===== src/rtl/spi_tx_rx_core.sv =====
// Mode-0 SPI master on i_clk; bit timing comes from edges of the divider's i_div_clk.
// Optional build macro SPI_LSB_FIRST_EN selects LSB-first shifting (default MSB first).
module spi_tx_rx_core #(
  parameter int P_DATA_W = 8
) (
  input  logic                i_clk,
  input  logic                i_rst,
  input  logic                i_div_clk,
  input  logic [P_DATA_W-1:0] i_data,
  input  logic                i_valid,
  output logic                o_ready,
  output logic                o_sclk,
  output logic                o_mosi,
  input  logic                i_miso,
  output logic                o_cs_n,
  output logic [P_DATA_W-1:0] o_rdata,
  output logic                o_rvalid
);

  localparam int CNT_W = $clog2(P_DATA_W);
  localparam logic [CNT_W-1:0] LAST_BIT = CNT_W'(P_DATA_W - 1);

  typedef enum logic [1:0] {IDLE, LEAD, SHIFT, TRAIL} state_t;

  state_t              state, state_nxt;
  logic                div_d;
  logic                rise_evt, fall_evt, last_bit, accept;
  logic [CNT_W-1:0]    bit_cnt;
  logic [P_DATA_W-1:0] tx_sh, rx_sh;
  logic                tx_out;
  logic [P_DATA_W-1:0] tx_next, rx_next;

  // Divider output is already in this clock domain; it is only sampled, never used as a clock.
  always_ff @(posedge i_clk or posedge i_rst) begin
    if (i_rst) div_d <= 1'b0;
    else       div_d <= i_div_clk;
  end

  assign rise_evt = i_div_clk & ~div_d;
  assign fall_evt = ~i_div_clk & div_d;
  assign last_bit = (bit_cnt == LAST_BIT);
  assign accept   = i_valid & o_ready;

`ifdef SPI_LSB_FIRST_EN
  assign tx_out  = tx_sh[0];
  assign tx_next = {1'b0, tx_sh[P_DATA_W-1:1]};
  assign rx_next = {i_miso, rx_sh[P_DATA_W-1:1]};
`else
  assign tx_out  = tx_sh[P_DATA_W-1];
  assign tx_next = {tx_sh[P_DATA_W-2:0], 1'b0};
  assign rx_next = {rx_sh[P_DATA_W-2:0], i_miso};
`endif

  always_ff @(posedge i_clk or posedge i_rst) begin
    if (i_rst) state <= IDLE;
    else       state <= state_nxt;
  end

  always_comb begin
    state_nxt = state;
    case (state)
      IDLE:    if (accept)               state_nxt = LEAD;
      LEAD:    if (fall_evt)             state_nxt = SHIFT;
      SHIFT:   if (fall_evt && last_bit) state_nxt = TRAIL;
      TRAIL:   if (fall_evt)             state_nxt = IDLE;
      default:                           state_nxt = IDLE;
    endcase
  end

  // Chip select and ready both mark the idle state, so they fall and rise together.
  always_comb begin
    o_ready = (state == IDLE);
    o_cs_n  = (state == IDLE);
  end

  always_ff @(posedge i_clk or posedge i_rst) begin
    if (i_rst) begin
      bit_cnt  <= '0;
      tx_sh    <= '0;
      rx_sh    <= '0;
      o_sclk   <= 1'b0;
      o_mosi   <= 1'b0;
      o_rdata  <= '0;
      o_rvalid <= 1'b0;
    end else begin
      o_rvalid <= 1'b0;
      case (state)
        IDLE: if (accept) tx_sh <= i_data;
        LEAD: if (fall_evt) begin
          o_mosi  <= tx_out;
          tx_sh   <= tx_next;
          bit_cnt <= '0;
        end
        SHIFT: begin
          if (rise_evt) begin
            o_sclk <= 1'b1;
            rx_sh  <= rx_next;
          end
          // The final falling edge leaves o_mosi holding the last bit.
          if (fall_evt) begin
            o_sclk <= 1'b0;
            if (!last_bit) begin
              bit_cnt <= bit_cnt + 1'b1;
              o_mosi  <= tx_out;
              tx_sh   <= tx_next;
            end
          end
        end
        TRAIL: if (fall_evt) begin
          o_rdata  <= rx_sh;
          o_rvalid <= 1'b1;
        end
        default: ;
      endcase
    end
  end

endmodule


===== config.mk =====
export PLATFORM = sky130hd
export DESIGN_NAME = spi_tx_rx_core
export DESIGN_NICKNAME = d
export VERILOG_FILES = /design/src/rtl/spi_tx_rx_core.sv
export SDC_FILE = /design/constraint.sdc
export NUM_CORES = 1
export LEC_CHECK = 0
export ABC_AREA = 1
export ABC_CLOCK_PERIOD_IN_PS = 1950
export CAP_MARGIN = 20
export CORE_AREA = 2 2 64 54
export CTS_BUF_LIST = sky130_fd_sc_hd__clkbuf_2 sky130_fd_sc_hd__clkbuf_4 sky130_fd_sc_hd__clkbuf_8
export CTS_CLUSTER_SIZE = 10
export DETAILED_ROUTE_END_ITERATION = 10
export DIE_AREA = 0 0 66 56
export GPL_TIMING_DRIVEN = 0
export PLACE_DENSITY = 0.82
export SLEW_MARGIN = 20
export SYNTH_ARGS = -nofsm -noshare
export SYNTH_HDL_FRONTEND = slang
export SYNTH_SLANG_ARGS = --single-unit

===== constraint.sdc =====
create_clock -name i_clk -period 1.95 [get_ports i_clk]
set_input_delay 0.195 -clock i_clk [delete_from_list [all_inputs] [get_ports i_clk]]
set_output_delay 0.195 -clock i_clk [all_outputs]
set_load 0.005 [all_outputs]

* Word-level counts from Yosys, hierarchy flattened
Cells that the tools add are included.
** Storage, ports and cells
- Register bits after elaboration :: 33
- Input bits :: 13
- Output and inout port bits :: 13
- Logic and storage cells :: 58
** Cells by class
- $add $sub $neg :: 1
- Eq/ne operators :: 10
- Mux-type cells :: 22
- Bitwise logic cells :: 5
- Reductions and logical operators :: 11
** Operators with widths (count)
- $mux 8 :: 4
- $pmux 8 s3 :: 1
- $ne 2x2->1 const B :: 5
- $mux 3 :: 3
- $mux 2 :: 4
- $pmux 2 s4 :: 1
- $reduce_and 4->1 :: 2
- $mux 1 :: 7
- $pmux 3 s2 :: 1
- $reduce_and 2->1 :: 3
- $reduce_and 5->1 :: 1
- $eq 2x2->1 const B :: 2
- $reduce_bool 2->1 :: 2
- $add 3x1->3 const B :: 1
- $and 1x1->1 :: 3
- $eq 3x3->1 const B :: 1
- $reduce_bool 3->1 :: 1
- $eq 2x1->1 const B :: 1
- $logic_not 2->1 :: 1
- $ne 2x1->1 const B :: 1
- $not 1->1 :: 2
- $pmux 1 s2 :: 1
- $logic_and 1x1->1 :: 1

* Longest topological paths before layout
- Depth after elaboration :: 5
- Gate-level depth with buffers :: 8

* Worst setup path before layout
No wires, ideal clock.
- Path type :: reg2reg
- Start point :: register state[0]
- End point :: register o_mosi
- Data arrival time :: 1.242 ns
- Slack :: 0.585 ns
- Stages on the path, launching flop included :: 8
- Buffers on the path :: 1
- Clock period less this slack :: 1.365 ns
- Path through :: dfrtp_1 > inv_1 > ha_1 > buf_6 > o21ai_0 > nor2_1 > nand2_1 > nand2_1
** Between the ends
- Cells in the longest elaborated chain, start to end :: 3
- Elaborated cells between the ends (all ways) :: 8
- Those cells by class :: eq/ne (5); mux (1); reduce/logical (2)
** Ends and longest elaborated chain
- start, declared :: line 25 : state_t state, state_nxt;
- start signal, assigned :: line 56 : else state <= state_nxt;
- $eq 2x2->1 / $eq 2x1->1 (equally long branches) :: line 87 : case (state)
- $ne 2x2->1 (no line) / $reduce_bool 2->1 (equally long branches)
- $reduce_and 4->1 (no line)
- end signal, assigned :: line 90 : o_mosi <= tx_out;
- end signal, assigned :: line 104 : o_mosi <= tx_out;
- end, declared :: line 13 : output logic o_mosi,
Several ways; a longest one is shown, not always the timed one.
A chain may end at the register's enable or synchronous reset.

* Worst setup path after layout
- Start point :: register state[0]
- End point :: output port o_ready
** Between the ends
- Cells in the longest elaborated chain, start to end :: 1
** Ends and longest elaborated chain
- $logic_not 2->1 :: line 72 : o_ready = (state == IDLE);
- end, declared :: line 11 : output logic o_ready,
Every way passes these cells.

==> metrics <==
Worst Path Arrival 1.63 ns; min cycle time layout around 1.8 ns; final setup vio count 0; XOR/XNOR Fraction of Synth Area 0; largest cells by area after synthesis dfrtp_1, nand2_1, o21ai_0; Tot GR Track Use 0.1887; non-filler cells, final 262; Hold Crit Class input port to asynchronous set/reset pin; Final Skew roughly 0.006 ns; Synth top cells by count nand2_1, dfrtp_1, o21ai_0; residual DRC count 0; number of hold buffers added after CTS 0; clock root buffer clkbuf_8; pin count of the biggest net entering global routing 34; placed cells around 250; Clock Sinks 33; CTS H-tree lvls 2; Yosys reg bits 33; per-cell routed wire length ~11 um; Reg area a little over 800 um2; IO Port Bufs 25; Post-CTS Setup Bufs 0; die area around 3700 um2; Vias approximately 1200; global route overflow 0; Final WS setup between 0.1 and 0.15 ns; post-synthesis cell area 1559 um2; Req. time, crit path about 1.8 ns; DRT Pass-1 Iters 4; Die Height between 50 and 60 um; area of the multi-input gates ~600 um2; NumNets Final roughly 240; # rows 18; EDFF count, synth 0; Critical Path End Type output port; syn nets around 210; Placement Cell Area about 1900 um2; multiplexer share of the synthesized area 0; RePlAce Congestion roughly 0.81; first-pass GRT wire length roughly 5.2 mm; Final ANT Viol Nets 0; Rel. slew slack 0.5519; TritonCTS clock tree built; Placeable Area 3018 um2; LEAKAGE between 1 and 1.5 nW; Critical Path Source Type flop; vias in the first global route 1201; Synth cell types 14; most common cell in the synthesized netlist nand2_1; main combinational cell family by area after synthesis simple AND/OR/NAND/NOR gates; post-synthesis simple-gate area fraction 0.2111; DP Worst Slack about 0.16 ns; crit-path max FO 4; Most used DFF post-synth dfrtp_1; post-route cell area a little under 2000 um2; total negative slack 0 ns; Longest Clk Path Bufs 2; pwr/cell area ~1400 nW/um2; asr flop ratio synth 1.000; Post-DP HPWL 2.161 mm; CTS resizes 0; top cell type's share of synthesized area 0.5297; Final Max Slew Viols 0; CTS buffer count 5; initial antenna violation count 0; cell taking the most area after synthesis dfrtp_1; adder-cell share of the synthesized area 0.07223; Final Hold Fails 0; actual slew at the worst max-slew pin between 0.6 and 0.7 ns; I/O pins 26; vias per inst 4.763; Worst-path clk slew around 0.070 ns; Seq/Total Area, Yosys 0.5297; fin util 0.6447; Die X between 60 and 70 um; critical path type flop to output port; Filler Cells Inserted 248; Initial DRC Count 30; max-cap viol count 0; starting density of the core 0.5166; layout cells sized above 1 0.07207; Mapped Cells between 150 and 200; fmax between 500 and 600 MHz; Power Total ~2.8 mW; run status completed; syn avg cell area slightly above 8 um2; RSZ-0062 raised after global routing no; fin crit share 0.9338; Layout area overhead 24.80%; synth warn 0; clk_lat worst skew slightly below 0.3 ns; Peak supply drop 0.9130 mV; Inserted Diodes 0; post-synthesis compound-gate area fraction 0.1027; final WL 2.999 mm; final hold slack approximately 0.32 ns
-- worst paths after layout --
path,cells after the start,start,to,slack [ns]
max reg2reg,7,state[0],tx_sh[7],0.32
min reg2reg,2,tx_sh[2],tx_sh[2],0.48
min in group i_clk,1,i_div_clk,div_d,0.43
max,4,state[0],o_ready,0.13
min,2,i_rst,rx_sh[2],0.32
max in group asynchronous,2,i_rst,rx_sh[6],1.19
-- registers in the layout, summed over array words and instances (netlist names) --
name / count
o_mosi: 1
tx_sh: 8
div_d: 1
o_rvalid: 1
rx_sh: 8
bit_cnt: 3
o_sclk: 1
o_rdata: 8
state: 2
-- power breakdown --
| group | switching, mW | total (mW) | internal [mW] | leakage (nW) |
|---|---|---|---|---|
| Combinational | 0.673 | 1.19 | 0.517 | 0.551 |
| Clock | 0.258 | 0.504 | 0.246 | 0.0439 |
| Sequential | 0.131 | 1.06 | 0.929 | 0.427 |
-- layer usage --
metal	routed length, um	GRT usage	vias to the layer above
li1	-	-	645
met1	1337	0.2279	580
met2	1506	0.3088	16
met3	106	0.06680	7
met4	49	0.06997	0
met5	0	0	-
-- cell families (layout without fill, tap and decap cells) --
group,after synthesis,count (layout)
AND/OR/NAND/NOR,84,84
AO/OA/AOI/OAI,32,32
adder cells (fa/ha/maj),9,9
flip-flops,33,33
buffers and inverters,31,64
-- worst max-delay path, stage by stage, from the launching register on --
cell and delay [ns]:
dfrtp_1 0.42, inv_1 0.12, ha_1 0.20, buf_4 0.12
clkdlybuf4s50_1 0.48
-- cells in the final DEF (no fill, tap or decap) --
master           synthesis  final
a21oi_1                  3      3
buf_2                    3      3
buf_4                    1      1
buf_6                    1      1
clkbuf_8                 0      5
clkdlybuf4s50_1          0     25
clkinv_2                 0      2
clkinvlp_4               0      1
dfrtp_1                 33     33
ha_1                     9      9
inv_1                   26     25
inv_2                    0      1
nand2_1                 72     72
nand3_1                  2      2
nor2_1                   7      7
nor2_4                   1      1
nor3_1                   1      1
o21ai_0                 29     29
or2_2                    1      1
-- layout make-up --
| type | instances | share of cell area |
|---|---|---|
| Buffer | 5 | 0.01736 |
| Clock buffer | 5 | 0.03537 |
| Clock inverter | 3 | 0.009003 |
| Inverter | 26 | 0.05016 |
| Multi-Input combinational cell | 125 | 0.3093 |
| Sequential cell | 33 | 0.4244 |
| Tap cell | 40 | 0.02572 |
| Timing Repair Buffer | 25 | 0.1286 |
Note: power is estimated with default switching activity, not from simulation.
